==> config.mk <==
export PLATFORM = sky130hd
export DESIGN_NAME = prod_accumulator_flat
export DESIGN_NICKNAME = d
export VERILOG_FILES = /design/src/rtl/prod_accumulator_if.sv /design/src/rtl/prod_accumulator.sv /design/src/flat_wrapper.sv
export SDC_FILE = /design/constraint.sdc
export NUM_CORES = 1
export LEC_CHECK = 0
export CAP_MARGIN = 10
export CORE_UTILIZATION = 45
export DETAILED_ROUTE_END_ITERATION = 10
export PLACE_DENSITY = 0.77
export SYNTH_ARGS = -nofsm -noshare
export SYNTH_HDL_FRONTEND = slang
export SYNTH_SLANG_ARGS = --single-unit
==> constraint.sdc <==
create_clock -name clk -period 3.9 [get_ports clk]
set_input_delay 0.78 -clock clk [delete_from_list [all_inputs] [get_ports clk]]
set_output_delay 0.78 -clock clk [all_outputs]
set_load 0.05 [all_outputs]
==> src/rtl/prod_accumulator_if.sv <==
// Product-in / sum-out bundle of the product accumulator.
// slave is the accumulator's view; master is the upstream/downstream environment.
interface prod_accumulator_if #(
  parameter int PROD_W    = 8,
  parameter int ACC_W     = 12,
  parameter int NUM_TERMS = 4
) ();
  localparam int TC_W = $clog2(NUM_TERMS + 1);

  logic [PROD_W-1:0] product;
  logic              op_ready;
  logic              in_ready;
  logic              dropped;
  logic [ACC_W-1:0]  sum;
  logic              sum_valid;
  logic              sum_ready;
  logic              overflow;
  logic [TC_W-1:0]   term_cnt;

  modport slave (
    input  product, op_ready, sum_ready,
    output in_ready, dropped, sum, sum_valid, overflow, term_cnt
  );

  modport master (
    output product, op_ready, sum_ready,
    input  in_ready, dropped, sum, sum_valid, overflow, term_cnt
  );
endinterface

==> src/rtl/prod_accumulator.sv <==
// Sums NUM_TERMS products into one result held on a valid/ready output.
// Define ACC_SAT_EN to saturate the accumulator instead of wrapping.
module prod_accumulator #(
  parameter int PROD_W    = 8,
  parameter int ACC_W     = 12,
  parameter int NUM_TERMS = 4
) (
  input  logic                clk,
  input  logic                rst,
  prod_accumulator_if.slave   bus
);
  localparam int TC_W = $clog2(NUM_TERMS + 1);
  localparam logic [TC_W-1:0] LAST_CNT = TC_W'(NUM_TERMS - 1);

  typedef enum logic [1:0] {
    IDLE  = 2'd0,
    ACCUM = 2'd1,
    HOLD  = 2'd2
  } state_e;

  function automatic logic [ACC_W:0] add_term(input logic [ACC_W-1:0] base,
                                              input logic [PROD_W-1:0] p);
    return {1'b0, base} + {{(ACC_W + 1 - PROD_W){1'b0}}, p};
  endfunction

  state_e            state_r, state_next_s;
  logic [ACC_W-1:0]  acc_r, acc_next_s;
  logic              acc_ovf_r, acc_ovf_next_s;
  logic [TC_W-1:0]   term_cnt_r, term_cnt_next_s;
  logic [ACC_W-1:0]  sum_r, sum_next_s;
  logic              overflow_r, overflow_next_s;
  logic              sum_valid_r, sum_valid_next_s;
  logic              dropped_r, dropped_next_s;

  logic              in_ready_s;
  logic              accept_s;
  logic              handshake_s;
  logic              last_s;
  logic [ACC_W-1:0]  base_acc_s;
  logic              base_ovf_s;
  logic [ACC_W:0]    add_s;
  logic [ACC_W-1:0]  new_acc_s;
  logic              new_ovf_s;

  assign in_ready_s  = (state_r != HOLD) | bus.sum_ready;
  assign accept_s    = bus.op_ready & in_ready_s;
  assign handshake_s = (state_r == HOLD) & bus.sum_ready;
  assign last_s      = (term_cnt_r == LAST_CNT);

  // Term arithmetic: a new block starts from zero with a clear carry history
  always_comb begin
    base_acc_s = acc_r;
    base_ovf_s = acc_ovf_r;
    if (term_cnt_r == {TC_W{1'b0}}) begin
      base_acc_s = {ACC_W{1'b0}};
      base_ovf_s = 1'b0;
    end else begin
      base_acc_s = acc_r;
      base_ovf_s = acc_ovf_r;
    end
    add_s     = add_term(base_acc_s, bus.product);
    new_ovf_s = base_ovf_s | add_s[ACC_W];
`ifdef ACC_SAT_EN
    if (new_ovf_s) begin
      new_acc_s = {ACC_W{1'b1}};
    end else begin
      new_acc_s = add_s[ACC_W-1:0];
    end
`else
    new_acc_s = add_s[ACC_W-1:0];
`endif
  end

  // Next-state, datapath and output-register decode
  always_comb begin
    state_next_s    = state_r;
    acc_next_s      = acc_r;
    acc_ovf_next_s  = acc_ovf_r;
    term_cnt_next_s = term_cnt_r;
    sum_next_s      = sum_r;
    overflow_next_s = overflow_r;
    dropped_next_s  = bus.op_ready & ~in_ready_s;

    case (state_r)
      IDLE, ACCUM: begin
        if (accept_s) begin
          state_next_s = last_s ? HOLD : ACCUM;
        end else begin
          state_next_s = state_r;
        end
      end
      HOLD: begin
        if (handshake_s && accept_s) begin
          state_next_s = last_s ? HOLD : ACCUM;
        end else if (handshake_s) begin
          state_next_s = IDLE;
        end else begin
          state_next_s = HOLD;
        end
      end
      default: begin
        state_next_s = IDLE;
      end
    endcase

    if (accept_s) begin
      acc_next_s     = new_acc_s;
      acc_ovf_next_s = new_ovf_s;
      if (last_s) begin
        term_cnt_next_s = {TC_W{1'b0}};
        sum_next_s      = new_acc_s;
        overflow_next_s = new_ovf_s;
      end else begin
        term_cnt_next_s = term_cnt_r + TC_W'(1);
      end
    end else begin
      acc_next_s      = acc_r;
      acc_ovf_next_s  = acc_ovf_r;
      term_cnt_next_s = term_cnt_r;
    end

    sum_valid_next_s = (state_next_s == HOLD);
  end

  // State and output registers
  always_ff @(posedge clk or negedge rst) begin
    if (!rst) begin
      state_r     <= IDLE;
      acc_r       <= {ACC_W{1'b0}};
      acc_ovf_r   <= 1'b0;
      term_cnt_r  <= {TC_W{1'b0}};
      sum_r       <= {ACC_W{1'b0}};
      overflow_r  <= 1'b0;
      sum_valid_r <= 1'b0;
      dropped_r   <= 1'b0;
    end else begin
      state_r     <= state_next_s;
      acc_r       <= acc_next_s;
      acc_ovf_r   <= acc_ovf_next_s;
      term_cnt_r  <= term_cnt_next_s;
      sum_r       <= sum_next_s;
      overflow_r  <= overflow_next_s;
      sum_valid_r <= sum_valid_next_s;
      dropped_r   <= dropped_next_s;
    end
  end

  assign bus.in_ready  = in_ready_s;
  assign bus.dropped   = dropped_r;
  assign bus.sum       = sum_r;
  assign bus.sum_valid = sum_valid_r;
  assign bus.overflow  = overflow_r;
  assign bus.term_cnt  = term_cnt_r;
endmodule

==> src/flat_wrapper.sv <==
// flat-port wrapper written by rule: the top's interface ports become plain ports
module prod_accumulator_flat 
#(
  parameter int PROD_W    = 8,
  parameter int ACC_W     = 12,
  parameter int NUM_TERMS = 4
)
  (clk, rst, bus_product, bus_op_ready, bus_sum_ready, bus_in_ready, bus_dropped, bus_sum, bus_sum_valid, bus_overflow, bus_term_cnt);
  prod_accumulator_if #(.PROD_W(PROD_W), .ACC_W(ACC_W), .NUM_TERMS(NUM_TERMS)) bus_i ();
  input  logic clk;
  input  logic rst;
  input wire logic [$bits(bus_i.product)-1:0] bus_product;
  input wire logic [$bits(bus_i.op_ready)-1:0] bus_op_ready;
  input wire logic [$bits(bus_i.sum_ready)-1:0] bus_sum_ready;
  output wire logic [$bits(bus_i.in_ready)-1:0] bus_in_ready;
  output wire logic [$bits(bus_i.dropped)-1:0] bus_dropped;
  output wire logic [$bits(bus_i.sum)-1:0] bus_sum;
  output wire logic [$bits(bus_i.sum_valid)-1:0] bus_sum_valid;
  output wire logic [$bits(bus_i.overflow)-1:0] bus_overflow;
  output wire logic [$bits(bus_i.term_cnt)-1:0] bus_term_cnt;
  assign bus_i.product = bus_product;
  assign bus_i.op_ready = bus_op_ready;
  assign bus_i.sum_ready = bus_sum_ready;
  assign bus_in_ready = bus_i.in_ready;
  assign bus_dropped = bus_i.dropped;
  assign bus_sum = bus_i.sum;
  assign bus_sum_valid = bus_i.sum_valid;
  assign bus_overflow = bus_i.overflow;
  assign bus_term_cnt = bus_i.term_cnt;
  prod_accumulator #(.PROD_W(PROD_W), .ACC_W(ACC_W), .NUM_TERMS(NUM_TERMS)) u_core (.clk(clk), .rst(rst), .bus(bus_i));
endmodule
==> summary.txt <==
Synth
  – Ranking of synthesized cells by area: sky130_fd_sc_hd__dfrtp_1 47%, sky130_fd_sc_hd__ha_1 7.1%, sky130_fd_sc_hd__nand2_1 6.8%
  – Post-synthesis cell type with the largest combined area: sky130_fd_sc_hd__dfrtp_1
  – Top_reg_cell synth: sky130_fd_sc_hd__dfrtp_1
  – Synth warnings: 0
  – Top-area cell type share of the netlist area: a little under half
  – Top cell types by occurrence after synthesis: 33 x sky130_fd_sc_hd__dfrtp_1, 32 x sky130_fd_sc_hd__nand2_1, 13 x sky130_fd_sc_hd__o21ai_0
  – Distinct cell type count of the synthesized netlist: 40
  – Most common cell in the netlist: sky130_fd_sc_hd__dfrtp_1
  – Syn Nets: around 200
  – Share of async-settable or async-resettable flops after synthesis: 100%
  – Post-synthesis average cell area: about 10 sq um
  – Yosys reg bits: 33
  – Portion of the post-synthesis area used by sequential elements: a little under half
  – EDFF count, synth: 0
  – Mapped cell area: roughly 1800 sq um
  – Cells after synthesis: 173

Setup path
  – Critical path startpoint category: primary input
  – Kind of end point of the critical path: primary output
  – Top cell family by delay on the critical path: buffers and inverters
  – WS Path Type: in2out
  – Slowest cell on the critical path: sky130_fd_sc_hd__clkdlybuf4s50_1
  – Critical Path RT: around 3100 ps
  – Critical path arrival: about 2300 ps
  – Most common cell type on the critical path: sky130_fd_sc_hd__clkdlybuf4s50_1
  – Cells traversed along the worst timing path: clkdlybuf4s50_1, nand2b_1, nor2_1, inv_1, clkdlybuf4s50_1
  – Max stage delay on crit path: a little under 800 ps
  – Critical path fanouts, max: 5
  – Worst path buffer plus inverter count: 3

Global routing
  – Remaining global-route overflow: 0
  – Total global-route track usage: 18.2%
  – Maximum number of pins on one net before global-route repair: 34
  – Number of global-route vias before repair: 1278
  – Number of antenna violations at the first check in global routing: 0
  – Wire length of the first global-routing pass: 5.73 mm

Clocking
  – Deepest clock path buffer count: 2
  – CTS buffer count: 5
  – Buffer type at the clock tree root: sky130_fd_sc_hd__clkbuf_8
  – Gates resized, CTS repair: 0
  – Number of levels in the clock H-tree: 2
  – Quantity of hold-fixing buffers added after cts: 0
  – CTS sink count: 33
  – CTS tree: built
  – Clk Latency, worst-skew pair: around 280 ps
  – Clk slew on worst S/H paths: about 60 ps
  – Setup Buffers After CTS: 0

Route
  – Vias post-DR: approximately 1300
  – Initial drt markers: 71
  – Via density per instance: about 5.1
  – Final wirelength: between 3 and 4 mm
  – Post-route antenna net violation count: 0
  – Remaining design rule violation count: 0
  – First drt pass iteration count: 4
  – Wire length per cell after detailed routing: 12.3 um

Placed design
  – HPWL Detailed: between 2 and 2.5 mm
  – Final GP Congestion: 0.759
  – # port buffers: 30

Min path
  – Class of the worst hold path: reg2reg

STA
  – Aggregate negative setup slack: 0 ps
  – Worst-case headroom to the max-slew limit: between 60% and 70%
  – Max-slew violation count: 0
  – Least-Margin Pin Slew: approximately 500 ps
  – Achievable clock frequency: approximately 320 MHz
  – Final number of setup-violating endpoints: 0
  – Setup repair after global routing missed its margin: false
  – Skew final: roughly 1.7 ps
  – Clock period minus final worst setup slack: just over 3000 ps
  – Count of final hold-check violations: 0
  – Fraction of the cycle the final worst path needs: 79.4%

Die
  – Die Outline Area: 4160 sq um
  – Die height: between 60 and 70 um
  – Number of I/O pins: 31
  – Rows: 22
  – Overall die width: 64.5 um
  – Effective utilization at floorplan: 47.3%
  – Area of the core region: approximately 3700 sq um

Status
  – Run status: finished clean

Power and ir drop
  – IR drop worst, VDD: roughly 0.42 mV
  – Power density over the cells: 884 nW/um^2
  – LEAKAGE: between 0.001 and 0.0015 uW

Job
  – Max capacitance violation total: 0

Finish
  – Share of post-route cells with drive strength above 1: 12.4%
  – Share of the core filled with cells: between 50% and 60%
  – Antenna Diode Count: 0
  – Area added between synthesis and finish: 25.5%
  – Layout net count: 232
-- cells in the final DEF (no fill, tap or decap), types with 7 or more instances in the layout --
cell type and count:
sky130_fd_sc_hd__mux2_2 8, sky130_fd_sc_hd__a21oi_1 7, sky130_fd_sc_hd__clkdlybuf4s50_1 30, sky130_fd_sc_hd__nand2_1 32, sky130_fd_sc_hd__dfrtp_1 33, sky130_fd_sc_hd__o21ai_0 13, sky130_fd_sc_hd__ha_1 10, sky130_fd_sc_hd__and2_1 9
-- cell type report --
type                    instances  area (sq um)
fillers                       336          1510
multi-input cells             131           892
flip-flops and latches         33           826
repair buffers                 34           330
clock buffers                   6          72.6
well taps                      48          60.1
inverters                       4          15.0
clock inverters                 2          10.0
-- flip-flops by register name (all words and copies together) (netlist names) --
signal and count:
u_core.bus.dropped 1, u_core.acc_r 12, u_core.bus.overflow 1, u_core.bus.sum_valid 1
u_core.state_r 2, u_core.bus.sum 12, u_core.bus.term_cnt 3, u_core.acc_ovf_r 1
-- metrics by stage --
stage | hold slack [ps] | worst slack, ps | area (sq um) | cells | total power, uW
after global routing | 487 | 691 | 2210 | 258 | 2110
after CTS | 471 | 796 | 2210 | 258 | 1970
final | 468 | 804 | 2210 | 258 | 1950
after detailed placement | 455 | 796 | 2120 | 250 | 1720
after floorplan | 437 | 905 | 1760 | 173 | 1410
after global placement | 450 | 810 | 2120 | 250 | 1700
-- path summary, 6_finish.rpt --
kind	start	to	slack (ps)	cells past startpoint
worst max-delay path	bus_sum_ready	bus_in_ready	800	5
max in group asynchronous	rst	u_core.acc_r[8]	2710	2
worst min register to register	u_core.acc_r[4]	u_core.acc_r[4]	470	2
worst max register to register	u_core.bus.term_cnt[0]	u_core.acc_r[7]	1100	12
min in group asynchronous	rst	u_core.bus.sum[1]	890	2
worst min-delay path	u_core.acc_r[4]	u_core.acc_r[4]	470	2
-- report_power, final --
part / total, uW / internal, uW / switching (uW) / leakage, uW
Sequential: 581 / 489 / 92.2 / 0.000413
Combinational: 1130 / 449 / 677 / 0.000551
Clock: 243 / 123 / 120 / 0.0000450
Total: 1950 / 1060 / 889 / 0.00101
-- kinds of logic (layout without fill, tap and decap cells) --
group                      after synthesis  after routing  share of synthesized area, %
AOI/OAI and AO/OA                       39             39                          15.2
xor gates and xnor gates                10             10                          4.98
adders and majority gates               11             11                          8.26
buffers and inverters                    9             46                          2.28
DFF                                     33             33                          47.0
muxes                                    8              8                          5.12
and+or+nand+nor                         63             63                          17.2
-- worst reg2reg max path: cells and delay by family (launching register included) --
kind / cells / cell delay (ps)
mux: 1 / 280
flops: 1 / 410
buf+inv: 2 / 280
compound gates: 3 / 580
xor+xnor: 1 / 170
fa+ha+maj: 2 / 500
simple gates: 3 / 450
-- layer usage --
layer,vias to the layer above,share of wire (%),GRT usage (%)
met5,-,0,0
met3,5,3.3,4.75
met4,0,1.7,6.67
li1,670,-,-
met2,21,46,28.6
met1,627,49,24.1
No activity file was read; power rests on OpenSTA's default activity.
